[src/rtl/counter_pkg.sv]
// Shared constants and state encoding for the counter input control stage.
package counter_pkg;
  timeunit 1ns;
  timeprecision 100ps;

  localparam int DEFAULT_DEBOUNCE_CYCLES = 120_000;     // 10 ms at 12 MHz
  localparam int DEFAULT_TICK_DIVISOR    = 12_000_000;  // 1 Hz at 12 MHz

  localparam logic DIR_UP   = 1'b1;
  localparam logic DIR_DOWN = 1'b0;

  typedef enum logic {
    ST_IDLE = 1'b0,
    ST_RUN  = 1'b1
  } ctrl_state_e;
endpackage

[src/rtl/button_debouncer.sv]
// Synchronises, debounces and press-detects one raw push-button.
module button_debouncer
  import counter_pkg::*;
#(
  parameter int DEBOUNCE_CYCLES = DEFAULT_DEBOUNCE_CYCLES
) (
  input  logic clk,
  input  logic resetN,
  input  logic btnIn,
  output logic level,
  output logic press
);
  timeunit 1ns;
  timeprecision 100ps;

  localparam int CNT_W = $clog2(DEBOUNCE_CYCLES);

  logic [1:0]       sync_q, sync_d;
  logic             level_q, level_d;
  logic             prev_q, prev_d;
  logic [CNT_W-1:0] cnt_q, cnt_d;
  logic             press_q, press_d;
  // fill_q[1] marks that the synchroniser now carries a real pin sample
  logic [1:0]       fill_q, fill_d;
  // armed_q is set once the button has been seen released after reset, so a
  // button held through reset release cannot produce a press
  logic             armed_q, armed_d;

  // Next-state: synchroniser shift, stability counter, press edge detect.
  always_comb begin
    sync_d  = {sync_q[0], btnIn};
    fill_d  = {fill_q[0], 1'b1};
    level_d = level_q;
    cnt_d   = {CNT_W{1'b0}};
    prev_d  = level_q;
    if (sync_q[1] == level_q) begin
      cnt_d = {CNT_W{1'b0}};
    end else if (cnt_q == CNT_W'(DEBOUNCE_CYCLES - 1)) begin
      level_d = sync_q[1];
      cnt_d   = {CNT_W{1'b0}};
    end else begin
      cnt_d = cnt_q + CNT_W'(1);
    end
    armed_d = armed_q | (fill_q[1] & ~level_q & ~sync_q[1]);
    press_d = armed_q & level_q & ~prev_q;
  end

  // State registers, cleared asynchronously.
  always_ff @(posedge clk or negedge resetN) begin
    if (!resetN) begin
      sync_q  <= 2'b00;
      fill_q  <= 2'b00;
      level_q <= 1'b0;
      prev_q  <= 1'b0;
      cnt_q   <= {CNT_W{1'b0}};
      press_q <= 1'b0;
      armed_q <= 1'b0;
    end else begin
      sync_q  <= sync_d;
      fill_q  <= fill_d;
      level_q <= level_d;
      prev_q  <= prev_d;
      cnt_q   <= cnt_d;
      press_q <= press_d;
      armed_q <= armed_d;
    end
  end

  assign level = level_q;
  assign press = press_q;
endmodule

[src/rtl/counter_input_ctrl.sv]
// Run/stop and direction control for the up/down counter: two debounced
// buttons, a run/idle FSM, the enable prescaler and the direction register.
module counter_input_ctrl
  import counter_pkg::*;
#(
  parameter int DEBOUNCE_CYCLES = DEFAULT_DEBOUNCE_CYCLES,
  parameter int TICK_DIVISOR    = DEFAULT_TICK_DIVISOR
) (
  input  logic clk,
  input  logic resetN,
  input  logic btnRun,
  input  logic btnDir,
  output logic enable,
  output logic countDirection,
  output logic running
);
  timeunit 1ns;
  timeprecision 100ps;

  localparam int P_W = (TICK_DIVISOR > 1) ? $clog2(TICK_DIVISOR) : 1;

  logic        run_press_s, dir_press_s;
  logic        run_level_unused, dir_level_unused;
  ctrl_state_e state_q, state_d;
  logic [P_W-1:0] prescale_q, prescale_d;
  logic        enable_q, enable_d;
  logic        dir_q, dir_d;

  button_debouncer #(.DEBOUNCE_CYCLES(DEBOUNCE_CYCLES)) u_run_btn (
    .clk   (clk),
    .resetN(resetN),
    .btnIn (btnRun),
    .level (run_level_unused),
    .press (run_press_s)
  );

  button_debouncer #(.DEBOUNCE_CYCLES(DEBOUNCE_CYCLES)) u_dir_btn (
    .clk   (clk),
    .resetN(resetN),
    .btnIn (btnDir),
    .level (dir_level_unused),
    .press (dir_press_s)
  );

  // Next-state: run/idle toggle, prescaler wrap producing the enable tick, direction toggle.
  always_comb begin
    state_d    = state_q;
    prescale_d = prescale_q;
    enable_d   = 1'b0;
    if (dir_press_s) begin
      dir_d = ~dir_q;
    end else begin
      dir_d = dir_q;
    end
    case (state_q)
      ST_IDLE: begin
        prescale_d = {P_W{1'b0}};
        if (run_press_s) begin
          state_d = ST_RUN;
        end else begin
          state_d = ST_IDLE;
        end
      end
      ST_RUN: begin
        if (run_press_s) begin
          state_d    = ST_IDLE;
          prescale_d = {P_W{1'b0}};
        end else if (prescale_q == P_W'(TICK_DIVISOR - 1)) begin
          prescale_d = {P_W{1'b0}};
          enable_d   = 1'b1;
        end else begin
          prescale_d = prescale_q + P_W'(1);
        end
      end
      default: begin
        state_d    = ST_IDLE;
        prescale_d = {P_W{1'b0}};
      end
    endcase
  end

  // Control registers, cleared asynchronously.
  always_ff @(posedge clk or negedge resetN) begin
    if (!resetN) begin
      state_q    <= ST_IDLE;
      prescale_q <= {P_W{1'b0}};
      enable_q   <= 1'b0;
      dir_q      <= DIR_UP;
    end else begin
      state_q    <= state_d;
      prescale_q <= prescale_d;
      enable_q   <= enable_d;
      dir_q      <= dir_d;
    end
  end

  assign enable         = enable_q;
  assign countDirection = dir_q;
  assign running        = (state_q == ST_RUN);
endmodule

[config.mk]
export PLATFORM = sky130hd
export DESIGN_NAME = counter_input_ctrl
export DESIGN_NICKNAME = d
export VERILOG_FILES = /design/src/rtl/counter_pkg.sv /design/src/rtl/button_debouncer.sv /design/src/rtl/counter_input_ctrl.sv
export SDC_FILE = /design/constraint.sdc
export NUM_CORES = 1
export LEC_CHECK = 0
export CAP_MARGIN = 20
export CORE_UTILIZATION = 40
export DETAILED_ROUTE_END_ITERATION = 16
export GPL_ROUTABILITY_DRIVEN = 0
export PLACE_DENSITY = 0.67
export SLEW_MARGIN = 10
export SYNTH_ARGS = -nofsm -noshare
export SYNTH_HDL_FRONTEND = slang
export SYNTH_SLANG_ARGS = --single-unit
[constraint.sdc]
create_clock -name clk -period 1.9 [get_ports clk]
set_clock_uncertainty 0.05 [all_clocks]
set_input_delay 0.285 -clock clk [delete_from_list [all_inputs] [get_ports clk]]
set_output_delay 0.285 -clock clk [all_outputs]
set_load 0.01 [all_outputs]
==> reports/qor.txt <==
status -> complete, no violations
EDFF count, synth -> 0
Finished Layout Cells -> 491
Post-Syn Instances -> 337
layout cells sized above 1 -> 19.4%
placed cells -> 471
f_max -> 0.541 GHz
Iter 0 DRT Violations -> 154
Ys Warns -> 0
Synth Register Bits -> 75
Layout Nets -> 388
I/O pins -> 7
pre-CTS setup slack -> -0.00250 ns
synth-to-layout area growth -> 20.0%
Post-Route WL -> 6650 um
setup TNS -> 0 ns
Core Area -> 0.00830 mm2
Synth top area share -> 53.3%
final hold vios -> 0
CTS root buf -> clkbuf_8
max-slew violation count -> 0
hpwl dp -> 4690 um
Setup Viol. Count Final -> 0
CTS Sinks -> 75
grt ovf -> 0
Initial Util -> 41.9%
Setup WS post-layout -> 0.0528 ns
vias per cell -> 5.26
Psw -> 0.653 mW
CP cell instances -> or4bb_1 > o41ai_4 > buf_4 > a21oi_1
global-route wire length before repair -> 11500 um
synth unique cells -> 41
Flop pwr share -> 55.9%
CP bufs+invs -> 1
class of the worst hold path -> input pin to asynchronous set/reset pin
post-synthesis sequential area ratio -> 54.1%
die area -> 0.00906 mm2
Cell Rows -> 33
H-tree levels -> 3
Int Power -> 2.25 mW
Comb pwr share -> 3.1%
initial antenna violation count -> 0
die height -> 95.2 um
footprint of the multi-input gates -> 0.00157 mm2
critical path class -> flip-flop to flip-flop
GRT Util Overall -> 16.6%
post-synth top area cell -> dfrtp_1
via count -> 2585
Synth async-reset ratio -> 100%
CTS buffer count -> 9
CP delay by family, top -> simple AND/OR/NAND/NOR gates
mapped cell area -> 0.00347 mm2
syn avg cell area -> 10.3 um2
VDD IR max -> 0.487 mV
top cells by count, synth -> dfrtp_1, nor2_1, nand3_1
drt first pass iters -> 4
Sw Share -> 22.5%
CP arrival -> 2.02 ns
Final period util -> 97.2%
DRC errors left -> 0
CTS tree -> built
die width -> 95.2 um
count leader, synth -> dfrtp_1
Port Buf Inserts -> 6
LEAKAGE -> 1.70 nW
CP Data Required Time -> 2.07 ns
CTS Buffer Depth -> 2
largest net degree at the start of global routing -> 36
syn_nets -> 344
fin crit period -> 1.85 ns
Clk pin slew, worst setup/hold paths -> 0.08 ns
clock power share -> 41.0%
crit path max fanout -> 8
register area -> 0.00188 mm2
post-route ant nets -> 0
PD cells -> 697 mW/mm2
Clock Latency Late Sink -> 0.35 ns
largest cells by area after synthesis -> dfrtp_1, xor2_1, nor2_1
ys flop type -> dfrtp_1
critical path startpoint category -> flip-flop
CP max-delay cell -> or4bb_1
vias in the first global route -> 2520
MaxCap Viol Count -> 0
drt wl/cell -> 13.5 um
Setup crit end kind -> flip-flop
fill cell count -> 766
Max stage delay on crit path -> 0.61 ns
# diodes -> 0
sequential cells by signal, summed over array words and instances (netlist names), 2 cells and up:
signal	cells
u_dir_btn.cnt_q	17
u_dir_btn.sync_q	2
u_dir_btn.fill_q	2
prescale_q	24
u_run_btn.cnt_q	17
u_run_btn.sync_q	2
cells by family after synthesis:
| kind of cell | share of synthesized area [%] |
|---|---|
| compound gates | 6.77 |
| xor+xnor | 10.3 |
| fa+ha+maj | 1.08 |
| buf+inv | 2.23 |
| flops | 54.1 |
| mux | 0.648 |
| other cells | 0.108 |
| simple gates | 24.7 |
timing repair:
action / CTS / global route
hold buffers: 1 / 0
gates cloned: 0 / 0
pin swaps: 0 / 3
resized for setup: 1 / 7
setup buffers: 0 / 3
hold endpoints to repair: 19 / 0
endpoints found under the setup margin: 1 / 23
path summary, 6_finish.rpt:
| path | startpoint | endpoint | cells past startpoint | slack, ns |
|---|---|---|---|---|
| max | u_run_btn.cnt_q[8]$_DFF_PN0_ | u_run_btn.cnt_q[16]$_DFF_PN0_ | 4 | 0.05 |
| min | resetN | prescale_q[22]$_DFF_PN0_ | 2 | 0.30 |
| max reg2reg | u_run_btn.cnt_q[8]$_DFF_PN0_ | u_run_btn.cnt_q[16]$_DFF_PN0_ | 4 | 0.05 |
| min reg2reg | u_dir_btn.fill_q[0]$_DFF_PN0_ | u_dir_btn.fill_q[1]$_DFF_PN0_ | 0 | 0.30 |
| max in group asynchronous | resetN | countDirection$_DFFE_PN1P_ | 3 | 0.86 |
| min in group clk | u_dir_btn.fill_q[0]$_DFF_PN0_ | u_dir_btn.fill_q[1]$_DFF_PN0_ | 0 | 0.30 |
cell type report:
type | count | share of cell area (%)
repair buffers | 42 | 8.53
inverters | 11 | 0.991
clock inverters | 6 | 1.59
flip-flops and latches | 75 | 45.1
multi-input cells | 242 | 37.6
well taps | 105 | 3.15
clock buffers | 10 | 3.06
metrics by stage:
step,util (%),instance area [um2],power (mW),hold WS (ns)
2_1_floorplan,-,3500,1.69,-0.0606
4_1_cts,49.6,4120,2.95,0.298
3_3_place_gp,47.1,3910,1.75,0.146
6_report,50.2,4170,2.91,0.301
3_5_place_dp,47.1,3910,1.75,0.147
5_1_grt,50.2,4170,3.03,0.301
metal layers:
layer  GRT usage, %  vias up  share of wire, %
met5              0        -                 0
met4           7.83        0               1.6
met3           3.83        7               2.6
met2           26.9       34                50
met1           20.9     1270                45
li1               -     1274                 -
placed cells by master, fill, tap and decap left out, types with 5 or more instances in the layout:
cell type / synthesis / layout
nand3_1: 25 / 24
nand2_1: 16 / 16
or3_1: 9 / 9
nor4_1: 7 / 6
clkbuf_8: 0 / 9
and3_1: 5 / 5
dfrtp_1: 74 / 72
nand4_1: 16 / 16
xor2_1: 24 / 24
nor3_1: 6 / 6
o21ai_0: 7 / 7
buf_4: 0 / 34
o31ai_1: 7 / 6
clkdlybuf4s50_1: 0 / 5
nor2_1: 51 / 51
inv_1: 11 / 11
xnor2_1: 17 / 17
a21oi_1: 14 / 12
power by group through the flow:
| stage | logic (mW) | registers (mW) | clock network [mW] |
|---|---|---|---|
| 2_1_floorplan | 0.0327 | 1.65 | 0 |
| 3_3_place_gp | 0.0913 | 1.66 | 0 |
| 3_5_place_dp | 0.0928 | 1.66 | 0 |
| 4_1_cts | 0.0948 | 1.62 | 1.23 |
| 5_1_grt | 0.107 | 1.63 | 1.30 |
| 6_report | 0.0909 | 1.62 | 1.19 |
Note: power is estimated with default switching activity, not from simulation.
